<file path="src/rtl/eeprom_ctrl.sv">
// Initiator-side sequencer for a 16x8 combinational-read EEPROM array.
// Optional write read-back check enabled by defining EEPROM_CTRL_VERIFY_EN.
module eeprom_ctrl #(
  parameter int ADDR_W      = 4,
  parameter int DATA_W      = 8,
  parameter int PROG_CYCLES = 4,
  parameter int READ_CYCLES = 1
) (
  input  logic              clk,
  input  logic              rst_n,
  input  logic              cmd_valid,
  output logic              cmd_ready,
  input  logic [1:0]        cmd_op,
  input  logic [ADDR_W-1:0] cmd_addr,
  input  logic [DATA_W-1:0] cmd_wdata,
  output logic              rsp_valid,
  output logic [DATA_W-1:0] rsp_data,
  output logic              rsp_err,
  output logic              busy,
  output logic [ADDR_W-1:0] mem_addr,
  output logic              mem_we,
  output logic              mem_erase,
  output logic [DATA_W-1:0] mem_wdata,
  input  logic [DATA_W-1:0] mem_rdata
);

  localparam int MAX_CYC = (PROG_CYCLES > READ_CYCLES) ? PROG_CYCLES : READ_CYCLES;
  localparam int CNT_W   = (MAX_CYC > 1) ? $clog2(MAX_CYC) : 1;
  localparam logic [CNT_W-1:0] PROG_LOAD = CNT_W'(PROG_CYCLES - 1);
  localparam logic [CNT_W-1:0] READ_LOAD = CNT_W'(READ_CYCLES - 1);

  typedef enum logic [2:0] {
    S_IDLE,
    S_ERASE,
    S_PROG,
    S_READ,
`ifdef EEPROM_CTRL_VERIFY_EN
    S_VERIFY,
`endif
    S_DONE
  } state_t;

  state_t              state_q, state_d;
  logic [CNT_W-1:0]    cnt_q, cnt_d;
  logic                is_write_q, is_write_d;
  logic [ADDR_W-1:0]   addr_q, addr_d;
  logic [DATA_W-1:0]   wdata_q, wdata_d;
  logic                we_q, we_d;
  logic                erase_q, erase_d;
  logic [DATA_W-1:0]   rsp_data_q, rsp_data_d;
  logic                rsp_err_q, rsp_err_d;

  always_ff @(posedge clk or negedge rst_n) begin
    if (!rst_n) begin
      state_q    <= S_IDLE;
      cnt_q      <= '0;
      is_write_q <= 1'b0;
      addr_q     <= '0;
      wdata_q    <= '0;
      we_q       <= 1'b0;
      erase_q    <= 1'b0;
      rsp_data_q <= '0;
      rsp_err_q  <= 1'b0;
    end else begin
      state_q    <= state_d;
      cnt_q      <= cnt_d;
      is_write_q <= is_write_d;
      addr_q     <= addr_d;
      wdata_q    <= wdata_d;
      we_q       <= we_d;
      erase_q    <= erase_d;
      rsp_data_q <= rsp_data_d;
      rsp_err_q  <= rsp_err_d;
    end
  end

  // Strobes are computed from the next state so they come straight off flops.
  always_comb begin
    state_d    = state_q;
    cnt_d      = cnt_q;
    is_write_d = is_write_q;
    addr_d     = addr_q;
    wdata_d    = wdata_q;
    we_d       = 1'b0;
    erase_d    = 1'b0;
    rsp_data_d = rsp_data_q;
    rsp_err_d  = rsp_err_q;

    case (state_q)
      S_IDLE: begin
        if (cmd_valid) begin
          addr_d     = cmd_addr;
          wdata_d    = cmd_wdata;
          is_write_d = (cmd_op == 2'b01);
          case (cmd_op)
            2'b00: begin
              state_d = S_READ;
              cnt_d   = READ_LOAD;
            end
            2'b01, 2'b10: begin
              state_d = S_ERASE;
              cnt_d   = PROG_LOAD;
              erase_d = 1'b1;
            end
            default: begin
              state_d    = S_DONE;
              rsp_data_d = '0;
              rsp_err_d  = 1'b1;
            end
          endcase
        end
      end

      S_ERASE: begin
        if (cnt_q == '0) begin
          if (is_write_q) begin
            state_d = S_PROG;
            cnt_d   = PROG_LOAD;
            we_d    = 1'b1;
          end else begin
            state_d    = S_DONE;
            rsp_data_d = '0;
            rsp_err_d  = 1'b0;
          end
        end else begin
          cnt_d   = cnt_q - CNT_W'(1);
          erase_d = 1'b1;
        end
      end

      S_PROG: begin
        if (cnt_q == '0) begin
`ifdef EEPROM_CTRL_VERIFY_EN
          state_d = S_VERIFY;
          cnt_d   = READ_LOAD;
`else
          state_d    = S_DONE;
          rsp_data_d = '0;
          rsp_err_d  = 1'b0;
`endif
        end else begin
          cnt_d = cnt_q - CNT_W'(1);
          we_d  = 1'b1;
        end
      end

      S_READ: begin
        if (cnt_q == '0) begin
          state_d    = S_DONE;
          rsp_data_d = mem_rdata;
          rsp_err_d  = 1'b0;
        end else begin
          cnt_d = cnt_q - CNT_W'(1);
        end
      end

`ifdef EEPROM_CTRL_VERIFY_EN
      S_VERIFY: begin
        if (cnt_q == '0) begin
          state_d    = S_DONE;
          rsp_data_d = mem_rdata;
          rsp_err_d  = (mem_rdata != wdata_q);
        end else begin
          cnt_d = cnt_q - CNT_W'(1);
        end
      end
`endif

      S_DONE: state_d = S_IDLE;

      default: state_d = S_IDLE;
    endcase
  end

  assign cmd_ready = (state_q == S_IDLE);
  assign busy      = (state_q != S_IDLE);
  assign rsp_valid = (state_q == S_DONE);
  assign rsp_data  = rsp_data_q;
  assign rsp_err   = rsp_err_q;
  assign mem_addr  = addr_q;
  assign mem_wdata = wdata_q;
  assign mem_we    = we_q;
  assign mem_erase = erase_q;

endmodule
</file>
<file path="config.mk">
export PLATFORM = sky130hd
export DESIGN_NAME = eeprom_ctrl
export DESIGN_NICKNAME = d
export VERILOG_FILES = /design/src/rtl/eeprom_ctrl.sv
export SDC_FILE = /design/constraint.sdc
export NUM_CORES = 1
export LEC_CHECK = 0
export BUFFER_PORTS_ARGS = -buffer_cell sky130_fd_sc_hd__buf_2
export CAP_MARGIN = 20
export CORE_AREA = 8 8 65 67
export CTS_CLUSTER_DIAMETER = 80
export DETAILED_ROUTE_END_ITERATION = 10
export DIE_AREA = 0 0 73 75
export GPL_ROUTABILITY_DRIVEN = 0
export GPL_TIMING_DRIVEN = 0
export PLACE_DENSITY_LB_ADDON = 0.2
export REMOVE_ABC_BUFFERS = 1
export SYNTH_ARGS = -nofsm -noshare
export SYNTH_HDL_FRONTEND = slang
export SYNTH_SLANG_ARGS = --single-unit
export TNS_END_PERCENT = 10
</file>
<file path="constraint.sdc">
create_clock -name clk -period 2.3 [get_ports clk]
set_clock_uncertainty 0.1 [all_clocks]
set_input_delay 0.23 -clock clk [delete_from_list [all_inputs] [get_ports clk]]
set_output_delay 0.23 -clock clk [all_outputs]
set_load 0.1 [all_outputs]
</file>
==> impl_metrics.yaml <==
synthesis:
  synth_top_family_by_area: "compound AO/OA/AOI/OAI gates"
  synth_cell_types: 33
  syn_area_per_cell_um2: 12.1
  syn-cell-area_um2: 1330
  synth_seq_area_share_pct: 54.4
  synth-adder-area-share_pct: 3.75
  netlist_top_cells_area: "dfrtp_1 54%, mux2_2 11%, a32o_1 6.0%"
  synth-compound-area-share_pct: 15.6
  async_flop_share_pct: 100
  synth_seq_cells: 29
  muxShareOfSynthArea_pct: 12.5
  synth-edff-count: 0
  synth_top_area_share_pct: 54.4
  yosys.area.top_type: "dfrtp_1"
  yosysMostFrequentCell: "dfrtp_1"
  dominantRegCellSynth: "dfrtp_1"
  ys_top_cells_by_count: "29 x dfrtp_1, 13 x mux2_2, 8 x a32o_1, 8 x inv_1, 7 x nor2_1"
  synthSimpleGateAreaFrac_pct: 8.26
  netlist_instances: 110
  yosysWarnings: 0
  synthXorXnorAreaFrac_pct: 0
sta:
  worstMarginPinSlew_ns: 0.962
  max_freq_mhz: 472
  maxSlewHeadroom_pct: 35.5
  fin_crit_ns: 2.12
  fin_crit_sh_pct: 92.1
  hold_violations: 0
  slew_violations: 0
  tns_ns: 0
  setup_violations: 0
  rsz0062_at_grt: "false"
clock_network:
  cts.clk_slew.worst_paths_ns: 0.09
  cts_root_buf: "clkbuf_4"
  cts_num_sinks: 29
  cts_max_level: 2
  cts_setup_buffers: 0
  cts_tree: "built"
  clk_path_buf_depth: 2
  cts_inserted_buffers: 5
  clock_latency_ns: 0.32
worst_setup_path:
  path_class: "reg -> reg"
  setup.worst_path.start_class: "flip-flop"
  worstPathArrival_ns: 2.22
  crit_required_ns: 2.40
  timing.rr.start: "state_q[0]$_DFFE_PN0P_"
  cp_max_fo: 14
  rrSetupSlack_ns: 0.18
  critPathLaunch: "state_q[0]$_DFFE_PN0P_"
  endpoint: "mem_wdata[0]$_DFFE_PN0P_"
  reg2reg_to: "mem_wdata[0]$_DFFE_PN0P_"
  end_kind: "flip-flop"
  r2r_cells: 3
final_layout:
  nNetsFinal: 190
  fin_area_um2: 1660
  fin_util_pct: 51.5
  drive_gt1_share_pct: 45.7
  syn_to_final_growth_pct: 24.7
  antenna_cells: 0
detailed_routing:
  met1Wirelength_um: 1160
  drt-total-wl_um: 2920
  vias: 1037
  routed_via_density: 4.99
  postRouteAntennaNets: 0
  drc: 0
  met2_length_um: 1440
  top_layer: "met4"
  route.met3.wl_um: 273
  wl_per_cell_um: 14.0
  drt_iter0_markers: 49
  firstDrtPassIters: 4
place:
  numPortBuffers: 50
  place_area_um2: 1600
  place_hpwl_um: 2180
job:
  cap_viol_max_count: 0
status:
  status: "completed"
min_path:
  min_path_type: "in -> reg"
die:
  core_um2: 3230
  fp.dieH_um: 75
  rows: 21
  die-area_um2: 5480
  die_x_um: 73
  pin_count: 51
  start_util_pct: 41.3
global_routing:
  overflow: 0
  grt_pass1_vias: 1098
  grt_pass1_wl_um: 4800
  antenna_found_initial: 0
  grt_util_all_layers_pct: 11.4
  grt_max_degree: 30
-- worst max-delay path: stages, from the launching register on --
cell and delay, ns:
dfrtp_1 0.52, nand2b_1 0.23, nor3_2 0.73, mux2_2 0.42
-- state kept, by name, indices dropped and copies added, names as in the netlist --
| signal | flops |
|---|---|
| cnt_q | 2 |
| is_write_q | 1 |
| mem_addr | 4 |
| mem_erase | 1 |
| mem_wdata | 8 |
| mem_we | 1 |
| rsp_data | 8 |
| rsp_err | 1 |
| state_q | 3 |
-- metrics by stage --
stage                     worst slack, ns  hold WS, ns  cells
after global placement              0.205        0.189    199
after floorplan                     -1.92       -0.166    103
after CTS                           0.143       0.0211    208
after detailed placement            0.151        0.187    199
final                               0.183       0.0404    208
after global routing               0.0164       0.0134    208
-- cell type report --
type	instances	area, um^2
fillers	306	1570
clock inverters	2	10.0
well taps	46	57.6
clock buffers	6	41.3
multi-input cells	65	534
repair buffers	51	260
flip-flops and latches	29	726
inverters	9	33.8
-- how the worst min path moves through the flow --
stage | depth (start not counted) | slack (ns) | end | from
after detailed placement | 1 | 0.19 | mem_erase$_DFF_PN0_ | rst_n
after CTS | 2 | 0.02 | mem_wdata[5]$_DFFE_PN0P_ | cmd_wdata[5]
after global routing | 2 | 0.01 | mem_addr[0]$_DFFE_PN0P_ | cmd_addr[0]
final | 2 | 0.04 | mem_wdata[5]$_DFFE_PN0P_ | cmd_wdata[5]
after global placement | 1 | 0.19 | mem_erase$_DFF_PN0_ | rst_n
after floorplan | 0 | -0.17 | cnt_q[0]$_DFFE_PN0P_ | rst_n
-- repair_timing --
item / in CTS / in global routing
resized for setup: 0 / 0
endpoints found under the hold margin: 29 / 0
setup endpoints to repair: 0 / 0
hold buffers: 1 / 0
-- per-layer routing --
metal | vias to the layer above | GRT usage, %
met5 | - | 0
met4 | 0 | 7.11
met3 | 7 | 5.33
met2 | 42 | 19.0
met1 | 488 | 11.3
li1 | 500 | -
-- logic make-up after synthesis --
| group | after synthesis |
|---|---|
| buffers and inverters | 16 |
| DFF | 29 |
| and+or+nand+nor | 20 |
| muxes | 15 |
| adders and majority gates | 4 |
| AOI/OAI and AO/OA | 26 |
-- cells in the final DEF, fill, tap and decap left out, types with 2 or more instances in the layout --
master and count:
nor2_1 7, nor2b_1 2, nand2_1 2, nand2b_1 2
a21oi_1 4, clkinv_2 2, inv_1 8, o21ai_0 4
nor3_1 2, dfrtp_1 29, mux2_2 13, mux2i_1 2
buf_2 50, clkbuf_4 5, ha_1 4, a32o_1 8
Power is left out: the tool's default activity adds up to more than one toggle a clock period on the data nets, which glitch-free logic cannot reach.
